File: src/rtl/alu_op_sequencer.sv
// alu_op_sequencer
// Latches one operand set on start, sweeps ALU select codes 0..NUM_OPS-1, samples each
// result after SETTLE cycles and streams (op, data) pairs out over a valid/ready handshake.
//
// Parameters:
//   NUM_OPS  select codes swept per run (1..8)
//   SETTLE   cycles ALU inputs are held before sampling (1..4)
// Ports:
//   clk, rst_n                 clock, asynchronous active-low reset
//   start, a_in, b_in, c_in    run request and operands (accepted in IDLE only)
//   busy                       high outside IDLE
//   alu_a/b/c, alu_select      registered ALU operand and select drive
//   alu_out                    ALU result
//   res_valid/ready/data/op    result stream
//   done                       one-cycle pulse after the last result handshake
//   err                        sticky result-mismatch flag
// Optional feature: define ALU_SEQ_CHECK_EN to enable the internal ALU reference model
// that raises err on a mismatching capture; otherwise err is tied low.
module alu_op_sequencer #(
  parameter int unsigned NUM_OPS = 8,
  parameter int unsigned SETTLE  = 1
) (
  input  logic       clk,
  input  logic       rst_n,
  input  logic       start,
  input  logic [3:0] a_in,
  input  logic [3:0] b_in,
  input  logic [3:0] c_in,
  output logic       busy,
  output logic [3:0] alu_a,
  output logic [3:0] alu_b,
  output logic [3:0] alu_c,
  output logic [2:0] alu_select,
  input  logic [5:0] alu_out,
  output logic       res_valid,
  input  logic       res_ready,
  output logic [5:0] res_data,
  output logic [2:0] res_op,
  output logic       done,
  output logic       err
);

  localparam logic [2:0] ST_IDLE    = 3'd0;
  localparam logic [2:0] ST_LOAD    = 3'd1;
  localparam logic [2:0] ST_DRIVE   = 3'd2;
  localparam logic [2:0] ST_PRESENT = 3'd3;
  localparam logic [2:0] ST_DONE    = 3'd4;

  localparam logic [2:0] LAST_OP  = 3'(NUM_OPS - 1);
  localparam logic [1:0] CNT_INIT = 2'(SETTLE - 1);
  localparam logic [2:0] SEL_PARK = 3'b111;

  logic [2:0] state_q, state_d;
  logic [1:0] cnt_q, cnt_d;
  logic [3:0] a_q, a_d, b_q, b_d, c_q, c_d;
  logic [2:0] sel_q, sel_d;
  logic       valid_q, valid_d;
  logic [5:0] data_q, data_d;
  logic [2:0] op_q, op_d;

  logic accept;
  logic capture;

  assign accept  = (state_q == ST_IDLE) && start;
  assign capture = (state_q == ST_DRIVE) && (cnt_q == 2'd0);

  always_comb begin
    state_d = state_q;
    cnt_d   = cnt_q;
    a_d     = a_q;
    b_d     = b_q;
    c_d     = c_q;
    sel_d   = sel_q;
    valid_d = valid_q;
    data_d  = data_q;
    op_d    = op_q;
    case (state_q)
      ST_IDLE: begin
        if (start) begin
          a_d     = a_in;
          b_d     = b_in;
          c_d     = c_in;
          state_d = ST_LOAD;
        end
      end
      ST_LOAD: begin
        sel_d   = 3'd0;
        cnt_d   = CNT_INIT;
        state_d = ST_DRIVE;
      end
      ST_DRIVE: begin
        if (cnt_q == 2'd0) begin
          data_d  = alu_out;
          op_d    = sel_q;
          valid_d = 1'b1;
          state_d = ST_PRESENT;
        end else begin
          cnt_d = cnt_q - 2'd1;
        end
      end
      ST_PRESENT: begin
        if (res_ready) begin
          valid_d = 1'b0;
          if (op_q == LAST_OP) begin
            sel_d   = SEL_PARK;
            state_d = ST_DONE;
          end else begin
            sel_d   = sel_q + 3'd1;
            cnt_d   = CNT_INIT;
            state_d = ST_DRIVE;
          end
        end
      end
      ST_DONE: begin
        state_d = ST_IDLE;
      end
      default: begin
        state_d = ST_IDLE;
      end
    endcase
  end

  always_ff @(posedge clk or negedge rst_n) begin
    if (!rst_n) begin
      state_q <= ST_IDLE;
      cnt_q   <= 2'd0;
      a_q     <= 4'd0;
      b_q     <= 4'd0;
      c_q     <= 4'd0;
      sel_q   <= SEL_PARK;
      valid_q <= 1'b0;
      data_q  <= 6'd0;
      op_q    <= 3'd0;
    end else begin
      state_q <= state_d;
      cnt_q   <= cnt_d;
      a_q     <= a_d;
      b_q     <= b_d;
      c_q     <= c_d;
      sel_q   <= sel_d;
      valid_q <= valid_d;
      data_q  <= data_d;
      op_q    <= op_d;
    end
  end

`ifdef ALU_SEQ_CHECK_EN
  // Reference model of the ALU, driven from the same registers the ALU sees.
  logic [5:0] ea, eb, ec;
  logic [7:0] prod;
  logic [5:0] max_ab, min_ab, max3, min3, med3;
  logic [5:0] expected;
  logic       err_q, err_d;

  assign ea     = {2'b00, a_q};
  assign eb     = {2'b00, b_q};
  assign ec     = {2'b00, c_q};
  assign prod   = {4'b0000, a_q} * {4'b0000, b_q};
  assign max_ab = (ea > eb) ? ea : eb;
  assign min_ab = (ea < eb) ? ea : eb;
  assign max3   = (max_ab > ec) ? max_ab : ec;
  assign min3   = (min_ab < ec) ? min_ab : ec;
  // median = larger of min(a,b) and min(max(a,b), c)
  assign med3   = (min_ab > ((max_ab < ec) ? max_ab : ec)) ? min_ab
                                                            : ((max_ab < ec) ? max_ab : ec);

  always_comb begin
    expected = 6'd0;
    case (sel_q)
      3'd0:    expected = prod[5:0];
      3'd1:    expected = ea + eb;
      3'd2:    expected = ea - eb;
      3'd3:    expected = ea + 6'd1;
      3'd4:    expected = ea - 6'd1;
      3'd5:    expected = max3;
      3'd6:    expected = min3;
      default: expected = med3;
    endcase
  end

  always_comb begin
    err_d = err_q;
    if (accept) begin
      err_d = 1'b0;
    end else if (capture && (alu_out != expected)) begin
      err_d = 1'b1;
    end
  end

  always_ff @(posedge clk or negedge rst_n) begin
    if (!rst_n) begin
      err_q <= 1'b0;
    end else begin
      err_q <= err_d;
    end
  end

  assign err = err_q;
`else
  assign err = 1'b0;
`endif

  assign busy       = (state_q != ST_IDLE);
  assign done       = (state_q == ST_DONE);
  assign alu_a      = a_q;
  assign alu_b      = b_q;
  assign alu_c      = c_q;
  assign alu_select = sel_q;
  assign res_valid  = valid_q;
  assign res_data   = data_q;
  assign res_op     = op_q;

endmodule

File: config.mk
export PLATFORM = sky130hd
export DESIGN_NAME = alu_op_sequencer
export DESIGN_NICKNAME = d
export VERILOG_FILES = /design/src/rtl/alu_op_sequencer.sv
export SDC_FILE = /design/constraint.sdc
export NUM_CORES = 1
export LEC_CHECK = 0
export CAP_MARGIN = 20
export CELL_PAD_IN_SITES_DETAIL_PLACEMENT = 2
export CELL_PAD_IN_SITES_GLOBAL_PLACEMENT = 2
export CORE_MARGIN = 10
export CORE_UTILIZATION = 28
export CTS_CLUSTER_SIZE = 10
export DETAILED_ROUTE_END_ITERATION = 6
export GPL_ROUTABILITY_DRIVEN = 0
export GPL_TIMING_DRIVEN = 0
export PLACE_DENSITY = 0.86
export SLEW_MARGIN = 0
export SYNTH_ARGS = -nofsm -noshare
export SYNTH_HDL_FRONTEND = slang
export SYNTH_SLANG_ARGS = --single-unit
File: constraint.sdc
create_clock -name clk -period 1.9 [get_ports clk]
set_input_delay 0.19 -clock clk [delete_from_list [all_inputs] [get_ports clk]]
set_output_delay 0.19 -clock clk [all_outputs]
set_load 0.05 [all_outputs]
======== Yosys cells after proc, flatten, opt, wreduce, memory -nomap -nowiden ========
Cells that the tools add are included.
W data, S select, Z words.
cells by class
  add/subtract/negate cells ............... 2
  $mul .................................... 0
  divide/modulo/power cells ............... 0
  order comparisons ....................... 0
  eq/ne operators ......................... 10
  shift-type cells ........................ 0
  mux-type cells .......................... 15
  bitwise logic cells ..................... 0
  reductions and logical operators ........ 12
operators with widths
  cell                   count
  $mux W3                6
  $pmux W3 S4            1
  $ne A2 B2 Y1 const B   4
  $eq A3 B2 Y1 const B   2
  $eq A3 B3 Y1 const B   2
  $mux W2                3
  $pmux W2 S3            1
  $pmux W3 S2            1
  $reduce_and A2 Y1      3
  $reduce_and A3 Y1      2
  $reduce_bool A3 Y1     2
  $reduce_and A4 Y1      1
  $reduce_bool A2 Y1     2
  $add A3 B1 Y3 const B  1
  $eq A3 B1 Y1 const B   1
  $logic_not A3 Y1       1
  $logic_not A2 Y1       1
  $mux W1                2
  $ne A2 B1 Y1 const B   1
  $pmux W1 S2            1
  $sub A2 B1 Y2 const B  1
storage, ports and cells
  bits in registers ....................... 30
  latch bits .............................. 0
  bits in writable memories ............... 0
  bits in read-only memories .............. 0
  input bits .............................. 22
  output and inout port bits .............. 28
  word-level logic and storage cells ...... 48
  memories ................................ 0

======== Logic depth before layout (Yosys ltp) ========
Gate-level depths: netlist of the first run.
  word-level depth ........................ 4
  gate-level depth with buffers ........... 5
  mapped depth without buffers ............ 5

======== Worst setup path after synthesis of the first run ========
No wires, ideal clock.
  path kind ............................... reg2out
  from .................................... register state_q[2]
  to ...................................... output port done
  arrival time ............................ 1,681 ps
  data required time ...................... 1,710 ps
  path slack .............................. 29 ps
  cell stages (with the launch flop) ...... 4
  path buffers ............................ 1
  cell sequence ........................... dfrtp_1 -> buf_2 -> inv_1 -> nor3_1
between the ends
  longest elaborated chain between the ends .. 1
ends and longest elaborated chain
  element                   RTL line  RTL
  start: declaration        53        logic [2:0] state_q, state_d;
  start signal: assignment  135       state_q <= state_d;
  $eq A3 B3 Y1              204       assign done = (state_q == ST_DONE);
  end: declaration          39        output logic done,
Every way passes these cells.

======== Worst setup path after layout of the first run ========
  from .................................... register sel_q[0], in the netlist alu_select[0]
  to ...................................... output port alu_select[0]
RTL lines
  element                   RTL line  RTL
  start: declaration        56        logic [2:0] sel_q, sel_d;
  start signal: assignment  140       sel_q <= sel_d;
  end: declaration          33        output logic [2:0] alu_select,
No word-level cell between the ends.

==> results_dict.tcl, run 1 <==
set metrics [dict create \
    routedWlPerCell_um 18.03 \
    fin_nets 186 \
    diodes 0 \
    fin_crit_sh_pct 96.97 \
    syn_avg_cell_area_um2 13.05 \
    clock_path_buffers 2 \
    ys_seq_area_share_pct 54.52 \
    cts.clk_slew.worst_paths_ns 0.07 \
    syn_inst 106 \
    timing.clock.skew_ns 0.006620 \
    num-fill-cells 493 \
    vdd_ir_drop_max_uv 859.1 \
    post-route-min-period_ns 1.842 \
    placed_cells 222 \
    max_cap_violations 0 \
    drive_above_1_share_pct 26.99 \
    rsz0062_at_grt "false" \
    clock_sinks 30 \
    start_util_pct 29.11 \
    hp-class "primary input to async pin" \
    post-synth-top-area-cell "dfrtp_1" \
    stdcell_count 230 \
    cp_num_buf_inv 1 \
    synth_nets 130 \
    drcViolationCount 0 \
    crit_chain "clkdlybuf4s50_1" \
    io_pins 50 \
    drt_wl_total_mm 4.147 \
    fin_util_pct 43.79 \
    htree_levels 2 \
    insertion_delay_ns 0.28 \
    cp_slowest_cell "clkdlybuf4s50_1" \
    synth_top_cell_area_share_pct 48.82 \
    portBuffers 48 \
    area_growth_pct 50.45 \
    cts_tree "yes" \
    drv_slew 0 \
    finalHoldViolations 0 \
    fmax_ghz 0.5427 \
    grt_first_pass_wirelength_mm 6.941 \
    layout_commonest_cell "clkdlybuf4s50_1" \
    arrival_ns 1.65 \
    die_y_um 90.30 \
    setup_viol 0 \
    yosysUniqueCellTypes 32 \
    dp_hpwl_mm 3.340 \
    grt_pass1_vias 1259 \
    die_area_um2 8154 \
    cts_buffers 5 \
    start_kind "register" \
    status "complete, no violations" \
    ys_seq_elements 30 \
    grt_max_degree 18 \
    initialDrtViolationCount 16 \
    leakage_nw 0.8733 \
    holdBufCountCts 0 \
    overflow 0 \
    std_cell_rows 25 \
    dr.pass1.iters 2 \
    die_w_um 90.30 \
    slew_headroom_pct 48.17 \
    syn_area_um2 1384 \
    coreArea_um2 4755 \
    ant_nets 0 \
    cts_setup_buffers 0 \
    cpPeakStageDelay_ns 0.81 \
    grt_usage_pct 10.75 \
    cp_max_fo 4 \
    num_vias 1059 \
    worstMarginPinSlew_ns 0.7751 \
    ys.warnings.count 0 \
    powerDensity_nw_per_um2 2156 \
    antenna_found_initial 0 \
    cpLargestDelayFamily "buffers and inverters" \
    required_ns 1.71 \
    path_class "register to primary output" \
    worst_hold_slack_ns 0.3586 \
    synth_area_leaders "dfrtp_1, mux2_4, mux2_2, dfstp_2, o21ai_0" \
    viasPerCell 4.604 \
    root_buffer "clkbuf_8" \
    endpoint_kind "primary output" \
    layout_common_cells "clkdlybuf4s50_1, dfrtp_1, mux2_2" \
]
[routing by layer]
metal  share of wire, %  vias to the layer above  track usage (%)
met1                 37                      548            10.06
met2                 57                       26            20.28
met5                  0                        -                0
li1                   -                      478                -
met4                1.3                        0            4.775
met3                4.7                        7            3.990
[kinds of logic (layout without fill, tap and decap cells)]
group,after synthesis,after routing,synth area share [%]
compound gates,15,15,6.872
fa+ha+maj,2,2,1.808
buf+inv,12,69,5.063
flops,30,30,54.52
mux,23,23,21.25
other cells,1,1,0.2710
simple gates,23,23,10.22
[layout make-up]
class | count | area (um2) | area share (%)
multi-input cells | 64 | 559.3 | 26.86
plain buffers | 6 | 47.55 | 2.284
well taps | 67 | 83.83 | 4.026
flip-flops and latches | 30 | 754.5 | 36.24
repair buffers | 49 | 504.2 | 24.22
inverters | 6 | 22.52 | 1.082
clock buffers | 8 | 110.1 | 5.288
[final timing paths]
kind / from / end / slack (ns) / depth (start not counted)
setup / recovery: alu_select[0]$_DFFE_PN1P_ / alu_select[0] / 0.06 / 1
hold / removal: rst_n / res_valid$_DFFE_PN0P_ / 0.36 / 1
setup reg to reg: cnt_q[0]$_DFFE_PN0P_ / res_data[3]$_DFFE_PN0P_ / 0.10 / 5
hold reg to reg: alu_select[1]$_DFFE_PN1P_ / alu_select[1]$_DFFE_PN1P_ / 0.50 / 2
max in group asynchronous: rst_n / res_data[1]$_DFFE_PN0P_ / 0.99 / 2
min in group clk: alu_select[1]$_DFFE_PN1P_ / alu_select[1]$_DFFE_PN1P_ / 0.50 / 2
[what timing repair did]
action                                  4_1_cts  5_1_grt
pin swaps                                     0        0
endpoints found under the hold margin         0        0
endpoints found under the setup margin        2        1
gates resized for setup                       5        2
[cell usage after synthesis]
cell	instances
nand2_1	3
a31o_2	1
a31oi_1	2
buf_4	1
mux2_4	10
a211oi_1	1
and3_1	1
or3b_4	1
a32o_1	1
nor2_1	3
nor3b_1	2
or3_1	1
inv_1	6
a21oi_1	2
nand3_1	1
dfstp_2	3
and2_1	1
buf_12	1
mux2i_1	2
nor2_4	1
conb_1	1
a2bb2oi_1	1
nor3_1	3
dfrtp_1	27
nor4b_1	2
buf_2	4
o21ai_0	6
nor2b_1	3
ha_1	2
mux2_2	11
nand2b_1	1
o31ai_1	1
[through the flow]
step                      setup TNS (ns)  setup slack [ns]  area (um2)  power, W
after floorplan                        0           0.02884        1384  0.003011
after global placement                 0           0.06417        1948  0.003789
after detailed placement        -0.06128          -0.06128        1976  0.003941
after CTS                              0           0.03101        2086  0.004570
after global routing                   0         0.0002869        2082  0.004762
final                                  0           0.05752        2082  0.004489
[where the power goes]
| part | internal (W) | total [W] | switching [W] |
|---|---|---|---|
| logic | 0.00106 | 0.00267 | 0.00161 |
| registers | 0.000985 | 0.00120 | 0.000219 |
| clock network | 0.000366 | 0.000610 | 0.000244 |
| total | 0.00241 | 0.00449 | 0.00208 |
[state kept, by name, indices dropped and copies added, names as in the netlist]
name        flops
alu_b           4
res_valid       1
res_op          3
alu_a           4
alu_c           4
cnt_q           2
res_data        6
state_q         3
alu_select      3
(Power assumes the default switching activity.)
==> run 2, diff against run 1 <==
CORE_UTILIZATION = 29   (was 28)
CTS_BUF_LIST = sky130_fd_sc_hd__clkbuf_2 sky130_fd_sc_hd__clkbuf_4 sky130_fd_sc_hd__clkbuf_8   (was unset)
PLACE_DENSITY = 0.88   (was 0.86)
RECOVER_POWER = 50   (was unset)
==> results_dict.tcl, run 2 (synthesis results as in run 1) <==
set metrics [dict create \
    fin_util_pct 43.25 \
    cp_max_fo 4 \
    drcViolationCount 0 \
    arrival_ns 1.67 \
    start_util_pct 29.69 \
    pwr-share-seq_pct 27.5 \
    grt_first_pass_wirelength_mm 7.714 \
    insertion_delay_ns 0.28 \
    std_cell_rows 25 \
    clock_sinks 30 \
    crit_chain "clkdlybuf4s50_1" \
    clock_path_buffers 2 \
    cts_setup_buffers 0 \
    diodes 0 \
    holdBufCountCts 0 \
    fmax_ghz 0.5379 \
    overflow 0 \
    routedWlPerCell_um 22.12 \
    clockPowerShare_pct 14.5 \
    drive_above_1_share_pct 23.93 \
    status "complete, no violations" \
    drt_wl_total_mm 4.800 \
    cp_slowest_cell "clkdlybuf4s50_1" \
    largest_reg_flops 6 \
    cpPeakStageDelay_ns 0.81 \
    dr.pass1.iters 4 \
    rsz0062_at_grt "false" \
    fin_nets 186 \
    switching_share_pct 48.14 \
    dp_hpwl_mm 3.448 \
    worst_slack_ns 0.04106 \
    p_switching_w 0.002213 \
    portBuffers 48 \
    drv_slew 0 \
    setup_viol 0 \
    path_class "register to primary output" \
    preCtsSetupSlack_ns -0.01488 \
    fin_crit_sh_pct 97.84 \
    worstMarginPinSlew_ns 0.9168 \
    viasPerCell 4.820 \
    grt_max_degree 21 \
    worst_hold_slack_ns 0.3171 \
    intPower_w 0.002384 \
    max_cap_violations 0 \
    io_pins 50 \
    post-route-min-period_ns 1.859 \
    endpoint_kind "primary output" \
    powerDensity_nw_per_um2 2281 \
    die_area_um2 7935 \
    leakage_nw 0.8642 \
    comb_power_share_pct 58.0 \
    initialDrtViolationCount 59 \
    root_buffer "clkbuf_8" \
    timing.clock.skew_ns 0.006054 \
    grt_pass1_vias 1274 \
    coreArea_um2 4661 \
    layout_commonest_cell "clkdlybuf4s50_1" \
    vdd_ir_drop_max_uv 1053 \
    cts_resized 5 \
    cpLargestDelayFamily "buffers and inverters" \
    cts_buffers 5 \
    power_w 0.004597 \
    cts_tree "yes" \
    grt_usage_pct 13.12 \
    start_kind "register" \
    slew_headroom_pct 38.78 \
    ant_nets 0 \
    cts.clk_slew.worst_paths_ns 0.08 \
    fin_tns_setup_ns 0 \
    finalHoldViolations 0 \
    cp_num_buf_inv 1 \
    hp-class "primary input to async pin" \
    htree_levels 2 \
    antenna_found_initial 0 \
    die_y_um 89.08 \
    die_w_um 89.08 \
    required_ns 1.71 \
    num_vias 1046 \
    layout_common_cells "clkdlybuf4s50_1, dfrtp_1, mux2_2" \
    area_growth_pct 45.66 \
]
==> run 2: cell count changes in the layout (fill, tap and decap cells not counted), moves of 2 or more <==
cell             change
clkbuf_1             +3
clkinv_2             +2
clkdlybuf4s50_1      -3
clkbuf_8             -3
==> run 2: cell type report <==
class,count,area (um2)
clock buffer,5,68.82
tap,54,67.56
inverter,6,22.52
buffer,6,46.29
clock inverter,3,40.04
timing repair buffer,49,470.5
fill,445,2645
sequential,30,754.5
multi-input combinational,64,545.5
==> run 2: layer usage <==
metal  vias to the layer above  share of wire (%)  GRT usage, %
li1                        479                  -             -
met3                         4                8.4         5.469
met4                         0                1.2         4.769
met5                         -                  0             0
met2                        44                 46         20.26
met1                       519                 44         15.95
==> run 2: through the flow <==
step	area, um2	instances
2_1_floorplan	1384	106
3_3_place_gp	1932	208
3_5_place_dp	1959	209
4_1_cts	2068	217
5_1_grt	2016	217
6_report	2016	217
==> run 2: path summary, 6_finish.rpt <==
path / from / end / slack, ns / depth (start not counted)
max reg2reg: state_q[1]$_DFFE_PN0P_ / alu_b[0]$_DFFE_PN0P_ / 0.10 / 4
min in group clk: alu_out[5] / res_data[5]$_DFFE_PN0P_ / 0.52 / 2
min reg2reg: res_data[5]$_DFFE_PN0P_ / res_data[5]$_DFFE_PN0P_ / 0.52 / 1
max in group asynchronous: rst_n / res_data[5]$_DFFE_PN0P_ / 0.33 / 2
max: alu_select[0]$_DFFE_PN1P_ / alu_select[0] / 0.04 / 1
min: rst_n / alu_c[2]$_DFFE_PN0P_ / 0.32 / 1
==> run 2: power by group through the flow <==
| stage | sequential, W | combinational, W | clock, W |
|---|---|---|---|
| final | 0.00126 | 0.00267 | 0.000665 |
| after global placement | 0.00120 | 0.00260 | 0 |
| after global routing | 0.00131 | 0.00283 | 0.000713 |
| after CTS | 0.00127 | 0.00276 | 0.000677 |
| after floorplan | 0.00212 | 0.000887 | 0 |
| after detailed placement | 0.00125 | 0.00272 | 0 |
